`config.mk`:
```
export PLATFORM = sky130hd
export DESIGN_NAME = sipo_deserializer
export DESIGN_NICKNAME = d
export VERILOG_FILES = /design/src/rtl/sipo_deserializer.sv
export SDC_FILE = /design/constraint.sdc
export NUM_CORES = 1
export LEC_CHECK = 0
export BUFFER_PORTS_ARGS = -buffer_cell sky130_fd_sc_hd__buf_2
export CAP_MARGIN = 20
export CORE_MARGIN = 2
export CORE_UTILIZATION = 30
export CTS_CLUSTER_DIAMETER = 60
export DETAILED_ROUTE_END_ITERATION = 10
export PLACE_DENSITY = 0.57
export SLEW_MARGIN = 20
export SYNTH_ARGS = -nofsm -noshare
export SYNTH_HDL_FRONTEND = slang
export SYNTH_SLANG_ARGS = --single-unit
```
`constraint.sdc`:
```
create_clock -name clk -period 2.1 [get_ports clk]
set_input_delay 0.42 -clock clk [delete_from_list [all_inputs] [get_ports clk]]
set_output_delay 0.42 -clock clk [all_outputs]
set_load 0.01 [all_outputs]
```
`src/rtl/sipo_deserializer.sv`:
```
// rtl/sipo_deserializer.sv - serial-in parallel-out deserializer with valid/ready holding register
//
// Purpose: collects one serial bit per enabled cycle into a WIDTH-bit word and
// hands each completed word to a one-entry holding register on a valid/ready
// parallel port. frame_start realigns word boundaries; a sticky overrun flag
// records completed words dropped while the holding register was occupied.
//
// Ports:
//   clk          rising-edge clock
//   rst_n        asynchronous active-low reset
//   serial_in    serial data bit, sampled only when serial_en=1
//   serial_en    serial bit qualifier
//   frame_start  with serial_en, makes the current bit bit 0 of a new word
//   par_data     held word, stable while par_valid=1
//   par_valid    holding register contains an unconsumed word
//   par_ready    consumer accepts the word when par_valid && par_ready
//   overrun      sticky: a completed word was dropped
//   overrun_clr  synchronous clear of overrun (a new drop wins)
//   busy         a partial word is in progress

module sipo_deserializer #(
  parameter int WIDTH     = 8,
  parameter bit MSB_FIRST = 1'b1
) (
  input  logic             clk,
  input  logic             rst_n,
  input  logic             serial_in,
  input  logic             serial_en,
  input  logic             frame_start,
  output logic [WIDTH-1:0] par_data,
  output logic             par_valid,
  input  logic             par_ready,
  output logic             overrun,
  input  logic             overrun_clr,
  output logic             busy
);

  localparam int             CW   = $clog2(WIDTH);
  localparam logic [CW-1:0]  LAST = CW'(WIDTH - 1);

  typedef enum logic {
    IDLE  = 1'b0,
    SHIFT = 1'b1
  } state_e;

  state_e           state_q, state_d;
  logic [CW-1:0]    count_q, count_d;
  logic [WIDTH-1:0] shift_q, shift_d;
  logic [WIDTH-1:0] data_q, data_d;
  logic             valid_q, valid_d;
  logic             ovr_q, ovr_d;

  logic [WIDTH-1:0] shifted;
  logic [WIDTH-1:0] fresh;
  logic             complete;
  logic             hold_free;

  // shifted: the register advanced by the current bit; fresh: a new word whose
  // only content is the current bit in the bit-0 position.
  generate
    if (MSB_FIRST) begin : g_msb
      assign shifted = {shift_q[WIDTH-2:0], serial_in};
      assign fresh   = {{(WIDTH-1){1'b0}}, serial_in};
    end else begin : g_lsb
      assign shifted = {serial_in, shift_q[WIDTH-1:1]};
      assign fresh   = {serial_in, {(WIDTH-1){1'b0}}};
    end
  endgenerate

  // Completion looks at the count before frame_start is applied, so a
  // frame_start on the last bit still completes the pending word.
  assign complete  = serial_en && (count_q == LAST);
  assign hold_free = !valid_q || par_ready;

  always_comb begin
    state_d = state_q;
    count_d = count_q;
    shift_d = shift_q;
    case (state_q)
      IDLE: begin
        if (serial_en) begin
          shift_d = fresh;
          count_d = CW'(1);
          state_d = SHIFT;
        end
      end
      SHIFT: begin
        if (serial_en) begin
          if (complete) begin
            shift_d = shifted;
            count_d = '0;
            state_d = IDLE;
          end else if (frame_start) begin
            shift_d = fresh;
            count_d = CW'(1);
          end else begin
            shift_d = shifted;
            count_d = count_q + CW'(1);
          end
        end
      end
      default: begin
        state_d = IDLE;
        count_d = '0;
      end
    endcase
  end

  always_comb begin
    data_d  = data_q;
    valid_d = valid_q;
    ovr_d   = ovr_q;
    if (valid_q && par_ready) begin
      valid_d = 1'b0;
    end
    if (overrun_clr) begin
      ovr_d = 1'b0;
    end
    // A drop is evaluated after the clear so it takes priority.
    if (complete) begin
      if (hold_free) begin
        data_d  = shifted;
        valid_d = 1'b1;
      end else begin
        ovr_d = 1'b1;
      end
    end
  end

  always_ff @(posedge clk or negedge rst_n) begin
    if (!rst_n) begin
      state_q <= IDLE;
      count_q <= '0;
      shift_q <= '0;
      data_q  <= '0;
      valid_q <= 1'b0;
      ovr_q   <= 1'b0;
    end else begin
      state_q <= state_d;
      count_q <= count_d;
      shift_q <= shift_d;
      data_q  <= data_d;
      valid_q <= valid_d;
      ovr_q   <= ovr_d;
    end
  end

  assign par_data  = data_q;
  assign par_valid = valid_q;
  assign overrun   = ovr_q;
  assign busy      = (count_q != '0);

endmodule

```
==> flow_summary_export.csv <==
group,metric,value,unit
run_status,status,"complete, no violations",
route,remaining_drc_errors,0,
critical_path,crit_fanout,8,
synth,yosysWarnings,0,
critical_path,cp-end-kind,"register",
route,antenna_left,0,
die,ios,18,
clock_network,worstSkewPairLatency,300,ps
synth,synth_flop_cell,"dfrtp_1",
flow_run,maxCapViolCount,0,
clock_network,cts_tree,"yes",
timing,finalHoldViolations,0,
synth,syn_inst,76,
timing,finalCritPeriodShare,78.7,%
synth,post_synth_fa_ha_maj_area_fraction,4.05,%
timing,tns,0,ps
global_route,grt_pass1_wl,2440,um
clock_network,cts_setup_buffers,0,
route,via_count,588,
layout,area_growth,15.1,%
timing,finalSetupViolCount,0,
synth,synth-simple-area-share,8.92,%
clock_network,clk_pin_slew,110,ps
route,drt_wl_total,1460,um
global_route,grt_pass1_vias,556,
critical_path,cp-start-kind,"register",
timing,skew,6.07,ps
synth,yosysSeqAreaShare,56.8,%
die,die_h,59.6,um
global_route,antenna_found_initial,0,
die,initial_core_util,30.8,%
clock_network,clock_path_buffers,2,
timing,tightest_slew,456,ps
route,wl_per_cell,11.4,um
synth,post-synth-top-count-cell,"dfrtp_1",
synth,synth_top_family_by_area,"multiplexers",
synth,synth_mux_area_share,15.4,%
die,die-area,0.00355,mm^2
clock_network,clock-sinks,21,
synth,ys_types,16,
synth,synth_area_leaders,"dfrtp_1 57%, mux2_4 13%, o22ai_1 6.1%",
worst_hold_path,min_path_type,"input pin to asynchronous set/reset pin",
power,power_leakage,0.546,nW
place,portBuffers,17,
place,numPlacedInstances,124,
clock_network,ctsResizeCount,0,
power,power_density,845,mW/mm^2
synth,avgSynthCellArea,12.2,um^2
global_route,grt_max_degree,22,
synth,ys_ff_latch,21,
route,viasPerCell,4.59,
timing,final_max_slew_viol_count,0,
global_route,grt_usage,9.20,%
route,dr.pass1.iters,3,
synth,synth-edff-count,0,
timing,fmax,0.605,GHz
die,rows,20,
critical_path,crit_type,"register to register",
synth,syn-num-nets,86,
layout,drive_above_1_share,36.8,%
clock_network,cts_inserted_buffers,3,
place,dpl.hpwl,1100,um
layout,layout.cells.non_filler,128,
layout,post-route-util,35.5,%
synth,synth_area,926,um^2
power,peakVddDrop,0.278,mV
synth,synth.top_cell.area_share,56.8,%
synth,yosys.area.top_type,"dfrtp_1",
synth,yosys-top-cells-count,"21 x dfrtp_1, 12 x nand2_1, 11 x inv_1",
timing,rsz0062_at_grt,"false",
critical_path,worstPathRequired,2300,ps
layout,nets,106,
clock_network,cts-root-buf,"clkbuf_4",
layout,antennaDiodeCount,0,
die,core_area,0.00300,mm^2
clock_network,htree_levels,1,
global_route,grt_overflow_total,0,
timing,fin_crit,1650,ps
die,fp.dieW,59.6,um
clock_network,cts_hold_buf,0,
synth,synth_xor_area_share,0,%
synth,synth_compound_gate_area_share,8.11,%
route,drt_iter0_drc,10,
critical_path,arrival,1850,ps
place,gp_congestion,0.728,
timing,max_slew_margin,69.6,%
synth,async_reset_ff_share,100,%
-- layer usage --
metal	global-route usage [%]	routed length, um	vias up
met3	3.28	89	4
li1	-	-	291
met2	15.7	677	17
met1	11.2	685	276
met5	0	0	-
met4	1.90	7	0
-- cells by family (layout without fill, tap and decap cells) --
kind of cell	Yosys count	in the layout
buf+inv	14	33
simple gates	16	16
mux	10	10
flops	21	21
fa+ha+maj	3	3
compound gates	12	12
-- critical path, cell delays in order, from the launching register on --
cell     delay, ps
dfrtp_1        410
ha_1           160
ha_1           220
nand2_2        110
nor2b_4        320
mux2_4         330
-- cell type report --
type	count	area, um^2
clock buffers	3	22.5
clock inverters	1	5.00
fillers	312	1940
inverters	11	41.3
multi-input cells	41	338
flip-flops and latches	21	526
well taps	33	41.3
repair buffers	18	92.6
-- final timing paths --
check / start / endpoint / slack, ps / cells after the start
max: count_q[0]$_DFFE_PN0P_ / par_data[4]$_DFFE_PN0P_ / 450 / 5
min: rst_n / shift_q[6]$_DFFE_PN0P_ / 50 / 1
max reg2reg: count_q[0]$_DFFE_PN0P_ / par_data[4]$_DFFE_PN0P_ / 450 / 5
min reg2reg: par_data[5]$_DFFE_PN0P_ / par_data[5]$_DFFE_PN0P_ / 520 / 1
max in group asynchronous: rst_n / shift_q[4]$_DFFE_PN0P_ / 1740 / 1
min in group clk: overrun_clr / overrun$_DFF_PN0_ / 290 / 2
-- metrics by stage --
step	setup slack, ps	total power, W	hold slack, ps	area, um^2
3_5_place_dp	443	0.000724	397	1040
3_3_place_gp	501	0.000718	391	1040
4_1_cts	432	0.000920	46.7	1070
2_1_floorplan	612	0.000642	124	926
5_1_grt	318	0.000968	57.0	1070
6_report	447	0.000900	46.3	1070
-- registers in the layout, summed over array words and instances (netlist names) --
name,flops
shift_q,7
par_valid,1
count_q,3
overrun,1
state_q,1
par_data,8
-- power by group --
group,switching (W),internal (W),leakage (nW)
clock,0.000119,0.0000711,0.0177
combinational,0.0000948,0.000113,0.252
sequential,0.0000389,0.000464,0.276
-- placed cells by master (no fill, tap or decap), types with 2 or more instances in the layout --
master	netlist	layout
mux2_4	8	8
inv_1	11	11
ha_1	3	3
buf_2	2	17
mux2_2	2	2
o22ai_1	9	9
nand2_1	12	12
clkbuf_4	0	3
dfrtp_1	21	21
Power figures use the tool's default switching activity.
